==> src/rtl/mr_pkg.sv <==
// Shared definitions for the mr core bus fabric: arbiter state encoding and
// master index constants used by the Wishbone arbiter and its helpers.
package mr_pkg;

  typedef enum logic [1:0] {
    ARB_IDLE,
    ARB_OWN0,
    ARB_OWN1,
    ARB_DRAIN
  } e_arbstate;

  // Master indices; m0 is the instruction-fetch port, m1 the load/store port.
  localparam logic MST_M0 = 1'b0;
  localparam logic MST_M1 = 1'b1;

  function automatic logic other_master(input logic m);
    return ~m;
  endfunction

endpackage

==> src/rtl/mr_wb_outst_ctr.sv <==
// Saturating up/down counter tracking accepted-but-unanswered Wishbone
// transfers for the current grant, with full/empty flags and a sync clear.
module mr_wb_outst_ctr #(
  parameter  int MAX_OUTST = 4,
  localparam int CW        = $clog2(MAX_OUTST + 1)
) (
  input  logic          clk,
  input  logic          rst,
  input  logic          clr,
  input  logic          inc,
  input  logic          dec,
  output logic [CW-1:0] count,
  output logic          full,
  output logic          empty
);

  logic do_inc;
  logic do_dec;

  assign full   = (count == CW'(MAX_OUTST));
  assign empty  = (count == '0);
  assign do_inc = inc & ~full;
  assign do_dec = dec & ~empty;

  // NOTE: sequential state is written only with non-blocking assignments so
  // every flop samples the values that existed before the clock edge.
  always_ff @(posedge clk or negedge rst) begin
    if (!rst) begin
      count <= '0;
    end else if (clr) begin
      count <= '0;
    end else if (do_inc && !do_dec) begin
      count <= count + CW'(1);
    end else if (do_dec && !do_inc) begin
      count <= count - CW'(1);
    end
  end

endmodule

==> src/rtl/mr_wb_arb.sv <==
// Two-master to one-slave pipelined Wishbone B4 arbiter: round-robin grant,
// per-grant outstanding tracking for response routing, starvation guard.
module mr_wb_arb
  import mr_pkg::*;
#(
  parameter int ADR_W      = 30,
  parameter int DAT_W      = 32,
  parameter int MAX_OUTST  = 4,
  parameter int STARVE_LIM = 8
) (
  input  logic               clk,
  input  logic               rst,

  input  logic [ADR_W-1:0]   m0_adr_i,
  input  logic [DAT_W-1:0]   m0_dat_i,
  input  logic               m0_we_i,
  input  logic [DAT_W/8-1:0] m0_sel_i,
  input  logic               m0_stb_i,
  input  logic               m0_cyc_i,
  output logic [DAT_W-1:0]   m0_dat_o,
  output logic               m0_ack_o,
  output logic               m0_err_o,
  output logic               m0_stall_o,

  input  logic [ADR_W-1:0]   m1_adr_i,
  input  logic [DAT_W-1:0]   m1_dat_i,
  input  logic               m1_we_i,
  input  logic [DAT_W/8-1:0] m1_sel_i,
  input  logic               m1_stb_i,
  input  logic               m1_cyc_i,
  output logic [DAT_W-1:0]   m1_dat_o,
  output logic               m1_ack_o,
  output logic               m1_err_o,
  output logic               m1_stall_o,

  output logic [ADR_W-1:0]   s_adr_o,
  output logic [DAT_W-1:0]   s_dat_o,
  output logic               s_we_o,
  output logic [DAT_W/8-1:0] s_sel_o,
  output logic               s_stb_o,
  output logic               s_cyc_o,
  input  logic [DAT_W-1:0]   s_dat_i,
  input  logic               s_ack_i,
  input  logic               s_err_i,
  input  logic               s_stall_i
);

  localparam int OCW = $clog2(MAX_OUTST + 1);
  localparam int SW  = $clog2(STARVE_LIM + 1);

  e_arbstate      state;
  logic           holder;
  logic           last_grant;
  logic [SW-1:0]  starve_cnt;

  logic [OCW-1:0] outst;
  logic           outst_full;
  logic           outst_empty;

  logic           own;
  logic           active;
  logic           h_cyc;
  logic           h_stb;
  logic           o_cyc;
  logic           grant_sel;
  logic           accept;
  logic           resp_ok;
  logic           rel;
  logic           h_stall;

  assign own    = (state == ARB_OWN0) || (state == ARB_OWN1);
  assign active = own || (state == ARB_DRAIN);

  assign h_cyc  = (holder == MST_M1) ? m1_cyc_i : m0_cyc_i;
  assign h_stb  = (holder == MST_M1) ? m1_stb_i : m0_stb_i;
  assign o_cyc  = (other_master(holder) == MST_M1) ? m1_cyc_i : m0_cyc_i;

  // On a tie the master that did not hold the bus last wins.
  assign grant_sel = (m0_cyc_i && m1_cyc_i) ? other_master(last_grant) : m1_cyc_i;

  assign s_adr_o = (holder == MST_M1) ? m1_adr_i : m0_adr_i;
  assign s_dat_o = (holder == MST_M1) ? m1_dat_i : m0_dat_i;
  assign s_we_o  = (holder == MST_M1) ? m1_we_i  : m0_we_i;
  assign s_sel_o = (holder == MST_M1) ? m1_sel_i : m0_sel_i;

  // cyc follows the holder combinationally so an abort reaches the slave at once.
  assign s_cyc_o = active & h_cyc;
  assign s_stb_o = own & h_cyc & h_stb & ~outst_full;

  assign accept  = s_stb_o & ~s_stall_i;
  assign rel     = active & ~h_cyc;

  // Responses with nothing outstanding, or after an abort, are swallowed.
  assign resp_ok = s_cyc_o & ~outst_empty;

  assign h_stall    = ~own | s_stall_i | outst_full;
  assign m0_stall_o = (active && holder == MST_M0) ? h_stall : 1'b1;
  assign m1_stall_o = (active && holder == MST_M1) ? h_stall : 1'b1;

  assign m0_ack_o = s_ack_i & resp_ok & (holder == MST_M0);
  assign m1_ack_o = s_ack_i & resp_ok & (holder == MST_M1);
  assign m0_err_o = s_err_i & resp_ok & (holder == MST_M0);
  assign m1_err_o = s_err_i & resp_ok & (holder == MST_M1);

  assign m0_dat_o = s_dat_i;
  assign m1_dat_o = s_dat_i;

  mr_wb_outst_ctr #(
    .MAX_OUTST (MAX_OUTST)
  ) u_outst (
    .clk   (clk),
    .rst   (rst),
    .clr   (rel),
    .inc   (accept),
    .dec   (resp_ok & (s_ack_i | s_err_i)),
    .count (outst),
    .full  (outst_full),
    .empty (outst_empty)
  );

  always_ff @(posedge clk or negedge rst) begin
    if (!rst) begin
      state      <= ARB_IDLE;
      holder     <= MST_M0;
      last_grant <= MST_M1;
      starve_cnt <= '0;
    end else begin
      case (state)
        ARB_IDLE: begin
          if (m0_cyc_i || m1_cyc_i) begin
            state      <= (grant_sel == MST_M1) ? ARB_OWN1 : ARB_OWN0;
            holder     <= grant_sel;
            starve_cnt <= '0;
          end
        end

        ARB_OWN0, ARB_OWN1: begin
          if (!h_cyc) begin
            state      <= ARB_IDLE;
            last_grant <= holder;
            starve_cnt <= '0;
          end else if (accept && o_cyc) begin
            starve_cnt <= starve_cnt + SW'(1);
            if (starve_cnt == SW'(STARVE_LIM - 1)) begin
              state <= ARB_DRAIN;
            end
          end
        end

        ARB_DRAIN: begin
          // Leaving via IDLE with last_grant = holder hands the bus to the waiter.
          if (!h_cyc || outst == '0) begin
            state      <= ARB_IDLE;
            last_grant <= holder;
            starve_cnt <= '0;
          end
        end

        default: state <= ARB_IDLE;
      endcase
    end
  end

endmodule

==> config.mk <==
export PLATFORM = sky130hd
export DESIGN_NAME = mr_wb_arb
export DESIGN_NICKNAME = d
export VERILOG_FILES = /design/src/rtl/mr_pkg.sv /design/src/rtl/mr_wb_outst_ctr.sv /design/src/rtl/mr_wb_arb.sv
export SDC_FILE = /design/constraint.sdc
export NUM_CORES = 1
export LEC_CHECK = 0
export BUFFER_PORTS_ARGS = -buffer_cell sky130_fd_sc_hd__buf_2
export CAP_MARGIN = 20
export CELL_PAD_IN_SITES_DETAIL_PLACEMENT = 1
export CELL_PAD_IN_SITES_GLOBAL_PLACEMENT = 1
export CORE_MARGIN = 3
export CORE_UTILIZATION = 18
export CTS_CLUSTER_SIZE = 25
export DETAILED_ROUTE_END_ITERATION = 16
export PLACE_DENSITY_LB_ADDON = 0.2
export SYNTH_ARGS = -nofsm -noshare
export SYNTH_HDL_FRONTEND = slang
export SYNTH_HIERARCHICAL = 1
export SYNTH_SLANG_ARGS = --single-unit
==> constraint.sdc <==
create_clock -name clk -period 2.8 [get_ports clk]
set_input_delay 0.42 -clock clk [delete_from_list [all_inputs] [get_ports clk]]
set_output_delay 0.42 -clock clk [all_outputs]
set_load 0.02 [all_outputs]
==> qor.yml, run 1 <==
critPathLaunchType: "register"
place_congestion: 0.741
fin_nets: 601
grt_max_degree: 80
fillers: 1579
ys.warnings.count: 6
critPathMaxStageDelay_ns: 0.51
detail-route-antenna-nets: 0
hp-class: "in -> async"
ys_top_cells_by_area: "mux2_2, buf_4, dfrtp_1, nand2_1, nor2_1"
diodes: 0
finalSetupTns_ns: 0
dieHeight_um: 121
status: "complete, no violations"
cts_buffers: 3
ctsResizeCount: 0
h-tree-depth: 1
slew_viol_final: 0
ys_ff_latch: 11
wl_um: 11000
power_mw: 3.02
cpMaxStageDelayCell: "dfrtp_4"
core_um2: 12800
endpoint_kind: "register"
syn_area_um2: 2370
critPathKind: "reg -> reg"
first_pass_iters: 4
skew_ns: 0.00490
start_util_pct: 18.6
clkTransAtPathRegs_ns: 0.05
path_buf_inv: 0
worstPathArrival_ns: 2.70
pre_cts_ws_ns: 0.157
cp.required_ns: 2.91
synthArstFlopShare_pct: 100
power_density_nw_per_um2: 919
finalCritPeriodShare_pct: 92.3
peakVddDrop_uv: 362
die-width_um: 121
netlist_instances: 271
initialDrtViolationCount: 57
clock.fmax_mhz: 387
vias_per_cell: 4.25
via_count: 2519
drive_gt1_share_pct: 74.8
clkLatencyLatePin_ns: 0.24
cts_buffer_depth: 2
ys_seq_area_share_pct: 11.7
finalSetupViolCount: 0
synth.top_cell.area_share_pct: 32.8
cts_tree: "done"
ioPinCount: 314
min_period_ns: 2.59
maxSlewHeadroom_pct: 37.3
avgSynthCellArea_um2: 8.75
syn-num-nets: 450
die-area_um2: 14600
ys_types: 51
port_buffers: 217
cp_top_family: "compound AO/OA/AOI/OAI gates"
numClockSinks: 11
worst_pin_slew_ns: 0.941
dpl.hpwl_um: 9590
rsz0062_at_grt: "false"
grt_overflow: 0
hold_violations: 0
cts-root-buf: "clkbuf_16"
grt_pass1_wl_um: 15700
utilization_pct: 25.7
crit_chain: "mux2i_2 > nor3_1 > o21a_1 > o21a_1 > nor3b_2 > fa_1 > and3b_2 > a311oi_1 > a31oi_1"
antenna_found_initial: 0
synth_top_area_cell: "mux2_2"
std_cell_rows: 41
grt_usage_pct: 14.0
wl_per_cell_um: 18.5
postCtsSetupRepairBufs: 0
synth_edf_count: 0
timing.final.ws_setup_ns: 0.215
cap_violations: 0
cp_max_fo: 5
cts_hold_buf: 0
grt_pass1_vias: 2676
leakage_nw: 1.62
route.detailed.drc: 0
area_growth_pct: 38.5
crit_top_cell: "o21a_1"
synth_ff_type: "dfrtp_1"
==> path summary, 6_finish.rpt <==
check / startpoint / endpoint / slack, ns / cells past startpoint
max in group asynchronous: rst / last_grant / 2.45 / 1
max reg2reg: holder / u_outst/count[2] / 0.21 / 9
min in group clk: starve_cnt[2] / starve_cnt[2] / 0.56 / 1
min: rst / u_outst/count[1] / 0.06 / 1
min reg2reg: starve_cnt[2] / starve_cnt[2] / 0.56 / 1
max: holder / u_outst/count[2] / 0.21 / 9
==> registers in the layout, indices dropped and copies added (netlist names) <==
signal / count
u_outst/count: 3
last_grant: 1
state: 2
starve_cnt: 4
holder: 1
==> power breakdown <==
group	switching, mW	internal [mW]
Combinational	1.40	1.06
Sequential	0.0595	0.222
Clock	0.0801	0.192
==> layout by cell type (no fill, tap or decap), drive strengths merged, types with 3 or more instances in the layout <==
| master | netlist | routed |
|---|---|---|
| nand3b | 3 | 3 |
| o21ai | 7 | 7 |
| o31ai | 3 | 3 |
| nor2 | 11 | 11 |
| dfrtp | 10 | 10 |
| nand3 | 5 | 5 |
| nand2 | 16 | 16 |
| and3 | 3 | 3 |
| buf | 72 | 227 |
| nand2b | 3 | 3 |
| o21a | 3 | 3 |
| a21oi | 4 | 4 |
| mux2 | 69 | 69 |
| mux2i | 4 | 4 |
| o211ai | 3 | 3 |
| nor4 | 3 | 3 |
| clkbuf | 9 | 4 |
| nor3b | 3 | 3 |
| ha | 3 | 3 |
| inv | 6 | 6 |
==> metrics by stage <==
step,instance area [µm²],cells,hold slack [ns]
6_report,3280,593,0.0640
5_1_grt,3280,593,0.0839
4_1_cts,3280,593,0.0720
3_5_place_dp,3200,589,0.332
3_3_place_gp,3200,589,0.331
2_1_floorplan,2400,271,0.124
==> worst register-to-register path, delay by kind of cell, from the launching register on <==
family,cells,cell delay (ns)
AO/OA/AOI/OAI,4,0.76
AND/OR/NAND/NOR,3,0.56
flip-flops,1,0.51
adder cells (fa/ha/maj),1,0.43
multiplexers,1,0.21
==> area by class of cell <==
type | instances | area, µm² | area share [%]
timing repair buffer | 227 | 1160 | 35.4
tap | 172 | 215 | 6.55
sequential | 11 | 280 | 8.54
multi-input combinational | 173 | 1530 | 46.5
clock buffer | 4 | 78.8 | 2.40
inverter | 6 | 22.5 | 0.686
==> metal layers <==
metal  track usage, %  vias up  wire, µm
met2             27.3      108      6290
met1             15.5     1184      3880
met5                0        -         0
met4             1.98        0        84
li1                 -     1208         -
met3             3.41       19       738
==> Yosys cell counts, drive strengths merged (3+ instances only) <==
master	n
buf	72
mux2	69
nand2	16
nor2	11
dfrtp	10
clkbuf	9
o21ai	7
inv	6
nand3	5
a21oi	4
mux2i	4
and3	3
ha	3
nand2b	3
nand3b	3
nor3b	3
nor4	3
o211ai	3
o21a	3
o31ai	3
==> cell families (layout without fill, tap and decap cells) <==
family | after synthesis | after routing | synth area share, %
buf+inv | 87 | 237 | 25.1
mux | 73 | 73 | 34.5
simple gates | 58 | 58 | 13.7
compound gates | 37 | 37 | 12.0
flops | 11 | 11 | 11.7
fa+ha+maj | 4 | 4 | 2.43
xor+xnor | 1 | 1 | 0.686
Note: power is estimated with default switching activity, not from simulation.
==> run 2, diff against run 1 <==
--- a/config.mk
+++ b/config.mk
@@ -13,6 +13,7 @@
 export CORE_UTILIZATION = 18
 export CTS_CLUSTER_SIZE = 25
 export DETAILED_ROUTE_END_ITERATION = 16
+export GPL_TIMING_DRIVEN = 0
 export PLACE_DENSITY_LB_ADDON = 0.2
 export SYNTH_ARGS = -nofsm -noshare
 export SYNTH_HDL_FRONTEND = slang
==> constraint.sdc (replaced) <==
create_clock -name clk -period 2.8 [get_ports clk]
set_input_delay 0.14 -clock clk [delete_from_list [all_inputs] [get_ports clk]]
set_output_delay 0.14 -clock clk [all_outputs]
set_load 0.02 [all_outputs]
==> qor.yml, run 2 (synthesized netlist as in run 1, its figures left out) <==
use_met2_pct: 27.2
status: "complete, no violations"
dp_cells: 722
critPathLaunchType: "register"
largest_reg_flops: 4
cts-root-buf: "clkbuf_16"
leakage_nw: 2.24
utilization_pct: 33.4
finalCritPeriodShare_pct: 96.6
die-area_um2: 14600
finalSetupTns_ns: 0
finalSetupViolCount: 0
final_cell_mix: "buf_2, buf_4, mux2_2"
skew_ns: 0.00184
grt_usage_pct: 16.6
cpMaxStageDelayCell: "fa_2"
biggestRegsByFlops: "starve_cnt: 4 flops, u_outst/count: 3 flops, state: 2 flops"
grt_pass1_vias: 3240
met1_usage_pct: 19.1
vias_per_cell: 4.20
cts_buffer_depth: 2
port_buffers: 279
holdWs_ns: 0.318
use_met3_pct: 9.96
die-width_um: 121
hold_violations: 0
slew_viol_final: 0
rsz0062_at_grt: "true"
final_cell_count_no_fill: 737
dpl.hpwl_um: 11900
layout_commonest_cell: "buf_2"
h-tree-depth: 1
grt_max_degree: 15
crit_cells: 10
std_cell_rows: 41
power_density_nw_per_um2: 803
via_count: 3097
first_pass_iters: 4
crit_top_cell: "buf_6"
min_period_ns: 2.71
route.detailed.drc: 0
cap_violations: 0
pre_cts_ws_ns: -0.463
power_mw: 3.42
fillers: 1620
area_growth_pct: 79.7
start_util_pct: 18.6
placed_area_um2: 4010
dieHeight_um: 121
path_buf_inv: 3
worstPathArrival_ns: 2.85
cts_tree: "done"
r2r_cells: 10
endpoint_kind: "register"
clkTransAtPathRegs_ns: 0.04
regMostFlops: "starve_cnt"
grt_pass1_wl_um: 18800
busiest_layer: "met2"
maxSlewHeadroom_pct: 52.6
core_um2: 12800
cts_buffers: 3
clock.fmax_mhz: 370
ioPinCount: 314
peakVddDrop_uv: 277
cp.required_ns: 2.94
place_congestion: 0.817
wl_per_cell_um: 18.2
crit_chain: "buf_6 > mux2i_4 > nor4b_4 > nor2b_4 > buf_6 > nor3b_4 > fa_2 > inv_2 > o221ai_2 > a221oi_2"
fin_nets: 745
numClockSinks: 11
worst_pin_slew_ns: 0.710
cp_top_family: "simple AND/OR/NAND/NOR gates"
diodes: 0
cp_max_fo: 5
grt_overflow: 0
detail-route-antenna-nets: 0
hp-class: "in -> async"
drive_gt1_share_pct: 81.4
design_area_um2: 4260
critPathMaxStageDelay_ns: 0.48
wl_um: 13400
clkLatencyLatePin_ns: 0.24
antenna_found_initial: 0
initialDrtViolationCount: 72
critPathKind: "reg -> reg"
timing.final.ws_setup_ns: 0.0948
-- run 2: path summary, 6_finish.rpt --
path                               startpoint               end  slack [ns]
max in group asynchronous                 rst        last_grant        2.21
worst min register to register  starve_cnt[2]     starve_cnt[2]        0.55
worst max-delay path                   holder  u_outst/count[1]        0.09
min in group clk                     m0_cyc_i            holder        0.33
worst min-delay path                      rst          state[1]        0.32
worst max register to register         holder  u_outst/count[1]        0.09
-- run 2: layout make-up --
| cell class | count | area [µm²] | area share (%) |
|---|---|---|---|
| buffer | 78 | 567 | 13.3 |
| sequential | 11 | 278 | 6.52 |
| inverter | 6 | 22.5 | 0.528 |
| timing repair buffer | 293 | 1500 | 35.3 |
| clock buffer | 4 | 78.8 | 1.85 |
| tap | 172 | 215 | 5.05 |
| multi-input combinational | 173 | 1600 | 37.5 |
-- run 2: timing repair --
action	in CTS	in global routing
setup buffers	5	8
hold buffers	1	0
setup endpoints to repair	2	2
pin swaps	1	5
resized for setup	11	7
cloned	0	0
endpoints found under the hold margin	10	0
-- run 2: report_power, final --
group          switching, mW  leakage (nW)  internal, mW
clock network         0.0784        0.0382         0.192
registers             0.0603         0.141         0.218
logic                   1.60          2.06          1.27
total                   1.74          2.24          1.68
-- run 2: routing by layer --
layer	wire length (µm)	vias to the layer above
li1	-	1490
met1	4940	1437
met2	6290	166
met3	2090	4
met4	63	0
met5	0	-
==> run 3, diff against run 2 <==
==> constraint.sdc (replaced) <==
create_clock -name clk -period 2.8 [get_ports clk]
set_input_delay 0.14 -clock clk [delete_from_list [all_inputs] [get_ports clk]]
set_output_delay 0.14 -clock clk [all_outputs]
set_load 0.01 [all_outputs]
==> qor.yml, run 3 (synthesized netlist as in run 1, its figures left out) <==
utilization_pct: 33.7
min_period_ns: 2.73
antenna_found_initial: 1
core_um2: 12800
initialDrtViolationCount: 75
grt_max_degree: 13
area_growth_pct: 81.7
via_count: 3137
crit_cells: 10
clock.fmax_mhz: 367
grt_pass1_vias: 3301
fin_nets: 753
power_density_nw_per_um2: 758
peakVddDrop_uv: 368
drive_gt1_share_pct: 81.3
h-tree-depth: 1
cpMaxStageDelayCell: "fa_2"
critPathKind: "reg -> reg"
std_cell_rows: 41
biggestRegsByFlops: "starve_cnt: 4 flops, u_outst/count: 3 flops, state: 2 flops"
place_congestion: 0.884
clkLatencyLatePin_ns: 0.24
cts_tree: "done"
numClockSinks: 11
diodes: 0
ioPinCount: 314
worst_pin_slew_ns: 0.747
comb_power_share_pct: 83.9
first_pass_iters: 4
skew_ns: 0.00802
maxSlewHeadroom_pct: 50.1
wl_per_cell_um: 19.6
final_cell_mix: "buf_2, buf_4, mux2_2"
port_buffers: 279
r2r_slack_ns: 0.07
holdWs_ns: 0.322
cp.required_ns: 2.93
detail-route-antenna-nets: 0
start_util_pct: 18.6
cts-root-buf: "clkbuf_16"
slew_viol_final: 0
finalSetupViolCount: 0
startpoint: "u_outst/count[2]"
r2r_cells: 10
hp-class: "in -> async"
status: "complete, no violations"
crit_chain: "buf_4 > and3_4 > nor4b_4 > nor2b_4 > buf_6 > nor3b_4 > fa_2 > inv_2 > o221ai_1 > a221oi_1"
dpl.hpwl_um: 12800
cts_buffers: 3
hold_violations: 0
grt_usage_pct: 18.3
power_frac_seq_pct: 7.9
pwr-share-clk_pct: 8.1
critPathLaunchType: "register"
route.detailed.drc: 0
wl_um: 14600
clkTransAtPathRegs_ns: 0.05
endpoint_kind: "register"
grt_pass1_wl_um: 20200
layout_commonest_cell: "buf_2"
worstPathArrival_ns: 2.85
rr_startpoint: "u_outst/count[2]"
p_int_mw: 1.75
critPathCapture: "u_outst/count[1]"
largest_reg_flops: 4
cts_buffer_depth: 2
regMostFlops: "starve_cnt"
cp_max_fo: 10
cp_top_family: "simple AND/OR/NAND/NOR gates"
switchingPower_mw: 1.51
cap_violations: 0
die-area_um2: 14600
swShare_pct: 46.3
finalCritPeriodShare_pct: 97.4
die-width_um: 121
critPathMaxStageDelay_ns: 0.48
vias_per_cell: 4.21
path_buf_inv: 3
dieHeight_um: 121
leakage_nw: 2.28
worstReg2RegEnd: "u_outst/count[1]"
grt_overflow: 0
[run 3: cell count changes in the layout (fill, tap and decap cells not counted), sizes merged]
cell / previous run / this run
buf: 363 / 371
[run 3: metrics by stage]
step,setup TNS (ns),power [mW],cell area (µm²),std cells,setup slack (ns)
2_1_floorplan,0,1.82,2390,271,0.00115
3_3_place_gp,-0.632,2.69,4000,722,-0.332
3_5_place_dp,-0.836,2.73,4000,722,-0.438
4_1_cts,0,3.13,4190,732,0.00765
5_1_grt,-0.0570,3.50,4310,745,-0.0570
6_report,0,3.27,4310,745,0.0727
[run 3: cell type report]
| cell class | instances | area [µm²] |
|---|---|---|
| multi-input cells | 173 | 1580 |
| inverters | 6 | 22.5 |
| flip-flops and latches | 11 | 278 |
| well taps | 172 | 215 |
| repair buffers | 299 | 1550 |
| plain buffers | 80 | 589 |
| clock buffers | 4 | 78.8 |
| fillers | 1620 | 8460 |
[run 3: worst min-delay path by stage]
stage               startpoint                to  slack [ns]  cells past startpoint
floorplan                  rst            holder       -0.16                      0
global placement           rst     starve_cnt[3]        0.04                      1
detailed placement         rst          state[1]        0.05                      1
CTS                   m0_cyc_i            holder        0.31                      4
global route               rst  u_outst/count[2]        0.37                      2
finish                     rst  u_outst/count[2]        0.32                      2
[run 3: layer usage]
layer / up-vias / track usage [%] / share of wire [%]
li1: 1508 / - / -
met3: 10 / 4.91 / 8.4
met5: - / 0 / 0.075
met4: 2 / 3.19 / 1.2
met1: 1461 / 23.4 / 43
met2: 156 / 31.3 / 47
[run 3: power groups by stage]
| stage | clock network, mW | registers [mW] | logic, mW |
|---|---|---|---|
| floorplan | 0 | 0.258 | 1.56 |
| global placement | 0 | 0.274 | 2.42 |
| detailed placement | 0 | 0.276 | 2.45 |
| CTS | 0.272 | 0.275 | 2.59 |
| global route | 0.282 | 0.264 | 2.96 |
| finish | 0.266 | 0.259 | 2.74 |
[run 3: timing repair]
item                                    CTS  global route
hold buffers                              1             0
endpoints found under the setup margin    2             2
pin swaps                                 2             4
setup buffers                             6            13
endpoints found under the hold margin    10             0
gates resized for setup                  13             9
